--- src/rtl/ps2_host_tx_if.sv ---
// Host-side request/status bundle for the PS/2 host transmitter.
interface ps2_host_tx_if;
  logic       i_start;
  logic [7:0] i_byte;
  logic       o_busy;
  logic       o_done;
  logic       o_err;

  modport master (output i_start, output i_byte, input o_busy, input o_done, input o_err);
  modport slave  (input i_start, input i_byte, output o_busy, output o_done, output o_err);
endinterface

--- src/rtl/ps2_host_tx.sv ---
// PS/2 host-to-device command transmitter: inhibit, request-to-send, clocked
// frame output on device falling edges, ack sampling and timeout recovery.
module ps2_host_tx #(
  parameter int unsigned INHIBIT_CYCLES = 5000,
  parameter int unsigned REQ_CYCLES     = 50,
  parameter int unsigned TIMEOUT_CYCLES = 1000000
) (
  input  logic          clk,
  input  logic          i_sclr_n,
  input  logic          i_ps2_clk,
  input  logic          i_ps2_dat,
  ps2_host_tx_if.slave  host,
  output logic          o_ps2_clk_oe,
  output logic          o_ps2_dat_oe
);

  localparam int unsigned MAX_AB     = (INHIBIT_CYCLES > REQ_CYCLES) ? INHIBIT_CYCLES : REQ_CYCLES;
  localparam int unsigned MAX_CYCLES = (MAX_AB > TIMEOUT_CYCLES) ? MAX_AB : TIMEOUT_CYCLES;
  localparam int unsigned CNT_W      = $clog2(MAX_CYCLES + 1);
  localparam int unsigned IDX_W      = 4;
  localparam int unsigned FRAME_W    = 10;

  typedef enum logic [2:0] {
    S_IDLE,
    S_INHIBIT,
    S_REQ,
    S_SEND,
    S_ACK,
    S_WAIT_IDLE
  } state_t;

  state_t               state, state_nxt;
  logic [CNT_W-1:0]     cnt, cnt_nxt;
  logic [IDX_W-1:0]     bit_idx, bit_idx_nxt;
  logic [FRAME_W-1:0]   frame, frame_nxt;
  logic                 clk_oe_nxt, dat_oe_nxt;
  logic                 busy_nxt, done_nxt, err_nxt;

  logic clk_s1, clk_s2, clk_d;
  logic dat_s1, dat_s2;
  logic fall_c;
  logic timeout_c;

  // Line synchronizers; reset to the idle (released-high) level
  always_ff @(posedge clk) begin
    if (!i_sclr_n) begin
      clk_s1 <= 1'b1;
      clk_s2 <= 1'b1;
      clk_d  <= 1'b1;
      dat_s1 <= 1'b1;
      dat_s2 <= 1'b1;
    end else begin
      clk_s1 <= i_ps2_clk;
      clk_s2 <= clk_s1;
      clk_d  <= clk_s2;
      dat_s1 <= i_ps2_dat;
      dat_s2 <= dat_s1;
    end
  end

  assign fall_c    = clk_d & ~clk_s2;
  assign timeout_c = (cnt == CNT_W'(TIMEOUT_CYCLES - 1));

  // State and registered outputs
  always_ff @(posedge clk) begin
    if (!i_sclr_n) begin
      state        <= S_IDLE;
      cnt          <= '0;
      bit_idx      <= '0;
      frame        <= '0;
      o_ps2_clk_oe <= 1'b0;
      o_ps2_dat_oe <= 1'b0;
      host.o_busy  <= 1'b0;
      host.o_done  <= 1'b0;
      host.o_err   <= 1'b0;
    end else begin
      state        <= state_nxt;
      cnt          <= cnt_nxt;
      bit_idx      <= bit_idx_nxt;
      frame        <= frame_nxt;
      o_ps2_clk_oe <= clk_oe_nxt;
      o_ps2_dat_oe <= dat_oe_nxt;
      host.o_busy  <= busy_nxt;
      host.o_done  <= done_nxt;
      host.o_err   <= err_nxt;
    end
  end

  // Next-state and next-output logic
  always_comb begin
    state_nxt   = state;
    cnt_nxt     = cnt;
    bit_idx_nxt = bit_idx;
    frame_nxt   = frame;
    clk_oe_nxt  = o_ps2_clk_oe;
    dat_oe_nxt  = o_ps2_dat_oe;
    done_nxt    = 1'b0;
    err_nxt     = host.o_err;

    case (state)
      S_IDLE: begin
        clk_oe_nxt = 1'b0;
        dat_oe_nxt = 1'b0;
        if (host.i_start) begin
          frame_nxt  = {1'b1, ~^host.i_byte, host.i_byte};
          err_nxt    = 1'b0;
          cnt_nxt    = '0;
          clk_oe_nxt = 1'b1;
          state_nxt  = S_INHIBIT;
        end
      end

      S_INHIBIT: begin
        if (cnt == CNT_W'(INHIBIT_CYCLES - 1)) begin
          cnt_nxt    = '0;
          dat_oe_nxt = 1'b1;
          state_nxt  = S_REQ;
        end else begin
          cnt_nxt = cnt + CNT_W'(1);
        end
      end

      S_REQ: begin
        if (cnt == CNT_W'(REQ_CYCLES - 1)) begin
          cnt_nxt     = '0;
          clk_oe_nxt  = 1'b0;
          bit_idx_nxt = '0;
          state_nxt   = S_SEND;
        end else begin
          cnt_nxt = cnt + CNT_W'(1);
        end
      end

      S_SEND: begin
        cnt_nxt = cnt + CNT_W'(1);
        if (fall_c) begin
          dat_oe_nxt  = ~frame[bit_idx];
          bit_idx_nxt = bit_idx + IDX_W'(1);
          if (bit_idx == IDX_W'(FRAME_W - 1)) begin
            state_nxt = S_ACK;
          end
        end
        // Abort wins over any bit shifted out on the expiring cycle
        if (timeout_c) begin
          err_nxt    = 1'b1;
          clk_oe_nxt = 1'b0;
          dat_oe_nxt = 1'b0;
          done_nxt   = 1'b1;
          state_nxt  = S_WAIT_IDLE;
        end
      end

      S_ACK: begin
        cnt_nxt    = cnt + CNT_W'(1);
        dat_oe_nxt = 1'b0;
        if (fall_c) begin
          err_nxt   = dat_s2;
          state_nxt = S_WAIT_IDLE;
        end else if (timeout_c) begin
          err_nxt    = 1'b1;
          clk_oe_nxt = 1'b0;
          done_nxt   = 1'b1;
          state_nxt  = S_WAIT_IDLE;
        end
      end

      S_WAIT_IDLE: begin
        // o_done is issued while still busy so a coincident i_start is dropped
        clk_oe_nxt = 1'b0;
        dat_oe_nxt = 1'b0;
        if (host.o_done) begin
          state_nxt = S_IDLE;
        end else if (clk_s2 && dat_s2) begin
          done_nxt = 1'b1;
        end
      end

      default: begin
        state_nxt  = S_IDLE;
        clk_oe_nxt = 1'b0;
        dat_oe_nxt = 1'b0;
      end
    endcase

    busy_nxt = (state_nxt != S_IDLE);
  end

endmodule

--- src/flat_wrapper.sv ---
// flat-port wrapper written by rule: the top's interface ports become plain ports
module ps2_host_tx_flat 
#(
  parameter int unsigned INHIBIT_CYCLES = 5000,
  parameter int unsigned REQ_CYCLES     = 50,
  parameter int unsigned TIMEOUT_CYCLES = 1000000
)
  (clk, i_sclr_n, i_ps2_clk, i_ps2_dat, o_ps2_clk_oe, o_ps2_dat_oe, host_i_start, host_i_byte, host_o_busy, host_o_done, host_o_err);
  ps2_host_tx_if host_i ();
  input  logic clk;
  input  logic i_sclr_n;
  input  logic i_ps2_clk;
  input  logic i_ps2_dat;
  output logic o_ps2_clk_oe;
  output logic o_ps2_dat_oe;
  input wire logic [$bits(host_i.i_start)-1:0] host_i_start;
  input wire logic [$bits(host_i.i_byte)-1:0] host_i_byte;
  output wire logic [$bits(host_i.o_busy)-1:0] host_o_busy;
  output wire logic [$bits(host_i.o_done)-1:0] host_o_done;
  output wire logic [$bits(host_i.o_err)-1:0] host_o_err;
  assign host_i.i_start = host_i_start;
  assign host_i.i_byte = host_i_byte;
  assign host_o_busy = host_i.o_busy;
  assign host_o_done = host_i.o_done;
  assign host_o_err = host_i.o_err;
  ps2_host_tx #(.INHIBIT_CYCLES(INHIBIT_CYCLES), .REQ_CYCLES(REQ_CYCLES), .TIMEOUT_CYCLES(TIMEOUT_CYCLES)) u_core (.clk(clk), .i_sclr_n(i_sclr_n), .i_ps2_clk(i_ps2_clk), .i_ps2_dat(i_ps2_dat), .host(host_i), .o_ps2_clk_oe(o_ps2_clk_oe), .o_ps2_dat_oe(o_ps2_dat_oe));
endmodule
--- config.mk ---
export PLATFORM = sky130hd
export DESIGN_NAME = ps2_host_tx_flat
export DESIGN_NICKNAME = d
export VERILOG_FILES = /design/src/rtl/ps2_host_tx_if.sv /design/src/rtl/ps2_host_tx.sv /design/src/flat_wrapper.sv
export SDC_FILE = /design/constraint.sdc
export NUM_CORES = 1
export LEC_CHECK = 0
export CAP_MARGIN = 10
export CORE_MARGIN = 1.5
export CORE_UTILIZATION = 50
export DETAILED_ROUTE_END_ITERATION = 7
export PLACE_DENSITY = 0.7
export SYNTH_ARGS = -nofsm -noshare
export SYNTH_HDL_FRONTEND = slang
export SYNTH_SLANG_ARGS = --single-unit
--- constraint.sdc ---
create_clock -name clk -period 3 [get_ports clk]
set_input_delay 0.3 -clock clk [delete_from_list [all_inputs] [get_ports clk]]
set_output_delay 0.3 -clock clk [all_outputs]
set_load 0.03 [all_outputs]
==> results of run 1 <==
## worst max-delay path, stage by stage (launching register included)
cell and delay [ns]:
dfxtp_1 0.35, or4_1 0.60, and4bb_2 0.42, nand3_1 0.11, a21oi_1 0.15, buf_4 0.26, a2111oi_0 0.10
## stage by stage
| stage | util [%] | cell area, sq um |
|---|---|---|
| floorplan | - | 2560 |
| global placement | 56.9 | 2740 |
| detailed placement | 56.9 | 2740 |
| CTS | 58.7 | 2830 |
| global route | 58.7 | 2830 |
| finish | 58.7 | 2830 |
## flip-flops by register name, summed over array words and instances, names as in the netlist, 3 cells and up
register,flops
u_core.bit_idx,4
u_core.cnt,20
u_core.state,3
u_core.frame,10
## area by class of cell
class                           count  share of cell area (%)
Multi-Input combinational cell    232                    53.0
Sequential cell                    47                    33.3
Timing Repair Buffer               21                    7.08
Tap cell                           67                    2.97
Clock buffer                        6                    2.57
Inverter                            5                   0.664
Clock inverter                      2                   0.443
## final timing paths
check                               startpoint            end  slack [ns]  cells past startpoint
worst max-delay path            u_core.cnt[13]  u_core.cnt[1]        0.89                      6
worst min-delay path             u_core.clk_s1  u_core.clk_s2        0.41                      1
worst max register to register  u_core.cnt[13]  u_core.cnt[1]        0.89                      6
worst min register to register   u_core.clk_s1  u_core.clk_s2        0.41                      1
## metal layers
| metal | part of all wire [%] | wire length, microns |
|---|---|---|
| met2 | 43 | 2300 |
| met5 | 0 | 0 |
| met1 | 51 | 2760 |
| met4 | 1.8 | 96 |
| met3 | 4.0 | 215 |
## cell families after synthesis
| logic type | Yosys count | share of synthesized area, % |
|---|---|---|
| buf+inv | 26 | 4.65 |
| flops | 47 | 36.8 |
| simple gates | 149 | 31.8 |
| mux | 5 | 2.94 |
| xor+xnor | 27 | 9.25 |
| compound gates | 47 | 12.7 |
| fa+ha+maj | 4 | 1.96 |
## power breakdown
part           total, mW  internal [mW]  switching [mW]
Sequential         0.658          0.642          0.0157
Clock              0.379          0.163           0.216
Combinational      0.120         0.0583          0.0617
## layout by cell type (no fill, tap or decap), types with 2 or more instances in the layout
cell	count
dfxtp_1	47
nand2_1	37
nor3_1	29
clkdlybuf4s50_1	17
xnor2_1	15
nor2_1	14
xor2_1	12
nand3_1	11
nand4_1	10
a21oi_1	9
nand2b_1	9
a21boi_0	9
nor2b_1	8
and2_1	6
inv_1	5
o21ai_0	5
clkbuf_8	5
nor4_1	4
o21a_1	4
ha_1	4
buf_4	4
or4_1	3
and3_1	3
a2111oi_0	3
a31oi_1	3
mux2i_1	3
o21ai_1	2
and4_1	2
o31a_1	2
a21boi_1	2
nor4b_1	2
mux4_2	2
o311a_1	2
==> results.cfg, run 1 <==
[synthesis]
syn_area_sq_mm = 0.00256
synth_edf_count = 0
synth_top_cell_by_area = dfxtp_1
synth_commonest_cells = dfxtp_1, nand2_1, nor3_1
synth_top_cell_area_share_pct = 36.8
ys_warn_count = 0
synth-async-reset-ratio_pct = 0
synth_area_per_cell_sq_um = 8.39
yosysMostFrequentCell = dfxtp_1
ys_ff_latch = 47
synthFlopType = dfxtp_1
postSynthCellCount = 305
synthTopCellsByArea = dfxtp_1, nor3_1, nand2_1
ys_types = 50
syn-num-nets = 322
yosysSeqAreaShare_pct = 36.8

[cts]
numCtsBuffers = 5
postCtsSetupBuffers = 0
cts_tree = built
cts_max_level = 2
clk_pin_slew_ns = 0.09
cts_hold_buf = 0
clock_sinks = 47
ctsResizeCount = 0
clock_path_buffers = 2
worst_skew_pair.late_latency_ns = 0.30
ctsRootBufferMaster = clkbuf_8

[timing]
period_share_pct = 70.4
finalHoldViolCount = 0
fin_crit_ns = 2.11
worst_hold_slack_ns = 0.413
relSlewSlack_pct = 57.6
rsz0062_at_grt = false
setup-tns-final_ns = 0
slew_violations = 0
finalWorstSetupSlack_ns = 0.889
final.setup_skew_ns = 0.00789
fmax_mhz = 474
setup_viol = 0
worst_slew_pin_slew_ns = 0.635

[global_route]
grt_use_met3_pct = 3.25
grt-busiest-layer = met1
gr-usage-met2_pct = 29.9
antenna_found_initial = 0
grt_usage_pct = 21.0
grt_max_degree = 22
grt-ovfl-total = 0
grt_pass1_wl_mm = 8.98
first_global_vias = 1916
gr-usage-met1_pct = 31.7

[placed_design]
placedCellCount = 372
hpwl_mm = 3.74
port_buffers = 17
gp_congestion = 0.839
dpl_worst_slack_ns = 0.788

[route]
vias_per_cell = 5.71
drc = 0
vias = 2169
first_pass_iters = 4
wire_per_inst_microns = 14.1
dr.first_iter.drc_count = 320
wl_mm = 5.37
ant_nets = 0

[worst_setup_path]
cp-start-kind = flip-flop
worstPathArrival_ns = 2.30
worstPathRequired_ns = 3.19
cp_max_fo = 20
end_kind = flip-flop
crit_type = flip-flop to flip-flop

[floorplanning]
fp.dieH_microns = 74.5
fp.coreArea_sq_mm = 0.00482
dieArea_sq_mm = 0.00555
start_util_pct = 53.1
die_width_microns = 74.5
io_pins = 18
rows = 25

[power]
cellPowerDensity_mw_per_mm2 = 409
power_leakage_nw = 0.926
power_mw = 1.16
peakVddDrop_mv = 0.272

[layout]
multi_input_area_sq_mm = 0.00150
drive_above_1_share_pct = 6.39
final_cells = 380
fillers = 450
area_growth_syn_to_layout_pct = 10.5
seq_area_sq_um = 941
nets = 329
diodes = 0

[flow_run]
maxCapViolations = 0

[run_status]
status = complete, no violations

[hold_path]
min_path_type = flip-flop to flip-flop
Note: power is estimated with default switching activity, not from simulation.
==> inputs of run 2 (changes only) <==
PLACE_DENSITY = 0.72   (was 0.7)
clock period = 1.94 ns   (was 3 ns; I/O delays follow)
==> results.cfg, run 2 (synthesis results as in run 1) <==
[worst_setup_path]
rr_worst_depth = 6
worstPathRequired_ns = 2.13
ff2ff_setup_slack_ns = 0.01
critical_path.top_delay_family = simple AND/OR/NAND/NOR gates
cp_cell_sequence = or4_4 > and4bb_4 > nand3_4 > a21oi_4 > buf_4 > nor3_1
startpoint = u_core.cnt[13]
end_kind = flip-flop
crit_slowest_cell = or4_4
cp.depth = 6
critPathBufInv = 1
r2r-start = u_core.cnt[13]
crit_type = flip-flop to flip-flop
cp-start-kind = flip-flop
worstPathArrival_ns = 2.12
slowest_delay_ns = 0.53
cp_max_fo = 5

[power]
peakVddDrop_mv = 0.474
power_leakage_nw = 1.14
cellPowerDensity_mw_per_mm2 = 605

[hold_path]
hold_start = u_core.clk_s1
min_path_type = flip-flop to flip-flop
min_path_cells = 1

[layout]
final_cell_mix = dfxtp_1, nand2_1, buf_4
nets = 361
area_growth_syn_to_layout_pct = 27.2
multi_input_area_sq_mm = 0.00162
reg_top3 = u_core.cnt x20, u_core.frame x10, u_core.bit_idx x4
fillers = 387
regMostFlops = u_core.cnt
drive_above_1_share_pct = 20.9
largest_reg_flops = 20
diodes = 0
final_cells = 412
final_common_cell = dfxtp_1
seq_area_sq_um = 943

[route]
first_pass_iters = 5
vias = 2336
wl_mm = 6.01
drc = 0
ant_nets = 0
dr.first_iter.drc_count = 261
wire_per_inst_microns = 14.6
vias_per_cell = 5.67

[cts]
clock_path_buffers = 2
worst_skew_pair.late_latency_ns = 0.30
clk_pin_slew_ns = 0.08
clock_sinks = 47
ctsRootBufferMaster = clkbuf_8
cts_max_level = 2
numCtsBuffers = 5
cts_tree = built

[timing]
setup_viol = 0
period_share_pct = 99.4
rsz0062_at_grt = true
fmax_mhz = 519
worst_slew_pin_slew_ns = 0.400
finalHoldViolCount = 0
final.setup_skew_ns = 0.00914
relSlewSlack_pct = 73.3
slew_violations = 0
fin_crit_ns = 1.93
worst_hold_slack_ns = 0.421

[floorplanning]
fp.dieH_microns = 74.5
fp.coreArea_sq_mm = 0.00482
die_width_microns = 74.5
io_pins = 18
dieArea_sq_mm = 0.00555
start_util_pct = 53.1
rows = 25

[global_route]
antenna_found_initial = 0
grt_usage_pct = 22.5
gr-usage-met1_pct = 34.1
grt_max_degree = 21
grt-ovfl-total = 0
first_global_vias = 2050
grt_use_met3_pct = 4.07
gr-usage-met2_pct = 32.1
grt-busiest-layer = met1
grt_pass1_wl_mm = 9.57

[run_status]
status = complete, no violations

[placed_design]
placedCellCount = 401
port_buffers = 17
gp_congestion = 0.847
hpwl_mm = 4.09

[flow_run]
maxCapViolations = 0
## run 2: cell types whose count changed in the layout (fill, tap and decap cells not counted), moves of 3 or more
cell and delta:
nor3_4 +3, nor3_1 -4, buf_6 +4, a2111oi_0 -3
buf_4 +27
## run 2: area by class of cell
class	count	share of cell area [%]
flip-flops and latches	47	29.0
multi-input cells	232	49.8
well taps	67	2.58
clock buffers	6	2.54
repair buffers	53	14.4
clock inverters	2	1.08
inverters	5	0.577
## run 2: worst reg2reg max path, cell delays in order (launching register included)
cell      delay, ns
dfxtp_2        0.33
or4_4          0.53
and4bb_4       0.37
nand3_4        0.09
a21oi_4        0.25
buf_4          0.19
nor3_1         0.05
## run 2: repair_timing
action | 4_1_cts | 5_1_grt
resized for setup | 6 | 28
pin swaps | 3 | 9
buffers inserted | 1 | 0
cloned | 0 | 2
endpoints found under the setup margin | 6 | 26
hold buffers | 0 | 0
## run 2: power by group
| part | internal, mW | leakage [nW] | total [mW] | switching [mW] |
|---|---|---|---|---|
| registers | 0.993 | 0.383 | 1.01 | 0.0141 |
| clock network | 0.417 | 0.0612 | 0.740 | 0.324 |
| logic | 0.105 | 0.691 | 0.219 | 0.115 |
## run 2: through the flow
stage	worst slack, ns	power (mW)	utilization [%]	cell area, sq um	TNS [ns]
final	0.0116	1.97	67.5	3250	0
after global routing	-0.0428	2.05	67.5	3250	-0.194
after CTS	-0.00907	1.98	64.8	3120	-0.00907
after detailed placement	-0.106	1.24	61.7	2970	-0.177
after global placement	-0.0721	1.24	61.7	2970	-0.0984
after floorplan	0.0319	1.16	-	2560	0
## run 2: final timing paths
path	to
hold / removal	u_core.clk_s2
setup / recovery	u_core.cnt[11]
hold reg to reg	u_core.clk_s2
setup reg to reg	u_core.cnt[11]
## run 2: metal layers
layer / up-vias / share of wire [%]
li1: 1157 / -
met4: 0 / 2.2
met1: 1083 / 49
met2: 83 / 43
met3: 13 / 6.2
met5: - / 0
==> inputs of run 3 (changes only) <==
CORE_MARGIN = 2   (was 1.5)
==> results.cfg, run 3 (synthesis results as in run 1) <==
[worst_setup_path]
r2r-start = u_core.cnt[13]
cp-start-kind = flip-flop
startpoint = u_core.cnt[13]
ff2ff_setup_slack_ns = 0.01
critical_path.top_delay_family = simple AND/OR/NAND/NOR gates
rr_worst_depth = 6
cp.depth = 6
cp_max_fo = 8
r2r_end = u_core.cnt[1]
endpoint = u_core.cnt[1]
crit_type = flip-flop to flip-flop
cp_cell_sequence = or4_4 > and4bb_2 > nand3_2 > a21oi_4 > buf_6 > a2111oi_0
worstPathArrival_ns = 2.10
end_kind = flip-flop
crit_slowest_cell = or4_4
slowest_delay_ns = 0.54
critPathBufInv = 1
worstPathRequired_ns = 2.11

[floorplanning]
fp.dieH_microns = 75.5
io_pins = 18
fp.coreArea_sq_mm = 0.00501
rows = 26
dieArea_sq_mm = 0.00570
start_util_pct = 51.0
die_width_microns = 75.5

[global_route]
grt-ovfl-total = 0
first_global_vias = 2134
grt_usage_pct = 23.1
grt_pass1_wl_mm = 10.1
grt_max_degree = 20
antenna_found_initial = 0

[timing]
final.setup_skew_ns = 0.00892
relSlewSlack_pct = 72.2
slew_violations = 0
fmax_mhz = 518
setup_viol = 0
rsz0062_at_grt = true
worst_hold_slack_ns = 0.420
period_share_pct = 99.5
worst_slew_pin_slew_ns = 0.406
finalHoldViolCount = 0
fin_crit_ns = 1.93

[route]
dr.first_iter.drc_count = 194
drc = 0
vias = 2359
first_pass_iters = 4
vias_per_cell = 5.70
ant_nets = 0
wl_mm = 6.09
wire_per_inst_microns = 14.7

[cts]
clock_sinks = 47
clk_pin_slew_ns = 0.09
postCtsSetupBuffers = 0
ctsRootBufferMaster = clkbuf_8
worst_skew_pair.late_latency_ns = 0.30
cts_hold_buf = 0
cts_max_level = 2
clock_path_buffers = 2
numCtsBuffers = 5
cts_tree = built

[power]
power_leakage_nw = 1.09
cellPowerDensity_mw_per_mm2 = 582
peakVddDrop_mv = 0.479

[layout]
final_common_cell = dfxtp_1
final_cells = 414
reg_top3 = u_core.cnt x20, u_core.frame x10, u_core.bit_idx x4
post-route-util_pct = 62.9
diodes = 0
area_growth_syn_to_layout_pct = 23.2
nets = 360
drive_above_1_share_pct = 18.3
largest_reg_flops = 20
postLayoutCellArea_sq_mm = 0.00315
regMostFlops = u_core.cnt
final_cell_mix = dfxtp_1, nand2_1, buf_4

[hold_path]
hold_start = u_core.dat_s1
min_path_type = flip-flop to flip-flop

[placed_design]
placed_area_sq_mm = 0.00297
placedCellCount = 405
port_buffers = 17
gp_congestion = 0.894
hpwl_mm = 4.38

[run_status]
status = complete, no violations

[flow_run]
maxCapViolations = 0
[run 3: changes by cell type in the layout (fill, tap and decap cells not counted), moves of 2 or more]
| cell | delta |
|---|---|
| nor4_1 | +2 |
| a2111oi_1 | -2 |
| nor4_2 | -3 |
| a2111oi_0 | +2 |
| clkinv_4 | +2 |
| nor3_4 | -3 |
| nor3_2 | +2 |
[run 3: worst min path at each step]
stage	slack, ns	to	cells past startpoint
final	0.42	u_core.dat_s2	1
after global placement	0.39	u_core.clk_s2	1
after detailed placement	0.40	u_core.clk_s2	1
after CTS	0.42	u_core.clk_s2	1
after global routing	0.43	u_core.clk_s2	1
after floorplan	0.27	u_core.dat_s1	1
[run 3: metal layers]
layer	vias to the layer above	track usage, %	routed length (microns)
met4	0	5.65	43
met3	4	4.37	312
met2	69	35.1	2740
met1	1123	33.9	2990
li1	1163	-	-
met5	-	0	0
[run 3: through the flow]
| stage | setup TNS, ns | setup slack [ns] | power [mW] |
|---|---|---|---|
| floorplan | 0 | 0.0319 | 1.16 |
| global placement | 0 | 0.0225 | 1.24 |
| detailed placement | -0.340 | -0.0372 | 1.24 |
| CTS | 0 | 0.0223 | 1.85 |
| global route | -0.280 | -0.0557 | 1.91 |
| finish | 0 | 0.0105 | 1.83 |
[run 3: area by class of cell]
type | count | area (sq um)
inverters | 5 | 18.8
clock buffers | 5 | 68.8
repair buffers | 52 | 444
well taps | 70 | 87.6
fillers | 452 | 1860
clock inverters | 3 | 25.0
multi-input cells | 232 | 1560
flip-flops and latches | 47 | 942
[run 3: power by group]
part           total (mW)  switching, mW  leakage [nW]  internal, mW
sequential           1.01         0.0168         0.383         0.993
clock               0.608          0.350        0.0443         0.258
combinational       0.215          0.111         0.665         0.103
[run 3: repair_timing]
item / CTS / global route
setup endpoints to repair: 14 / 28
gates cloned: 1 / 0
gates resized for setup: 11 / 8
pin swaps: 2 / 0
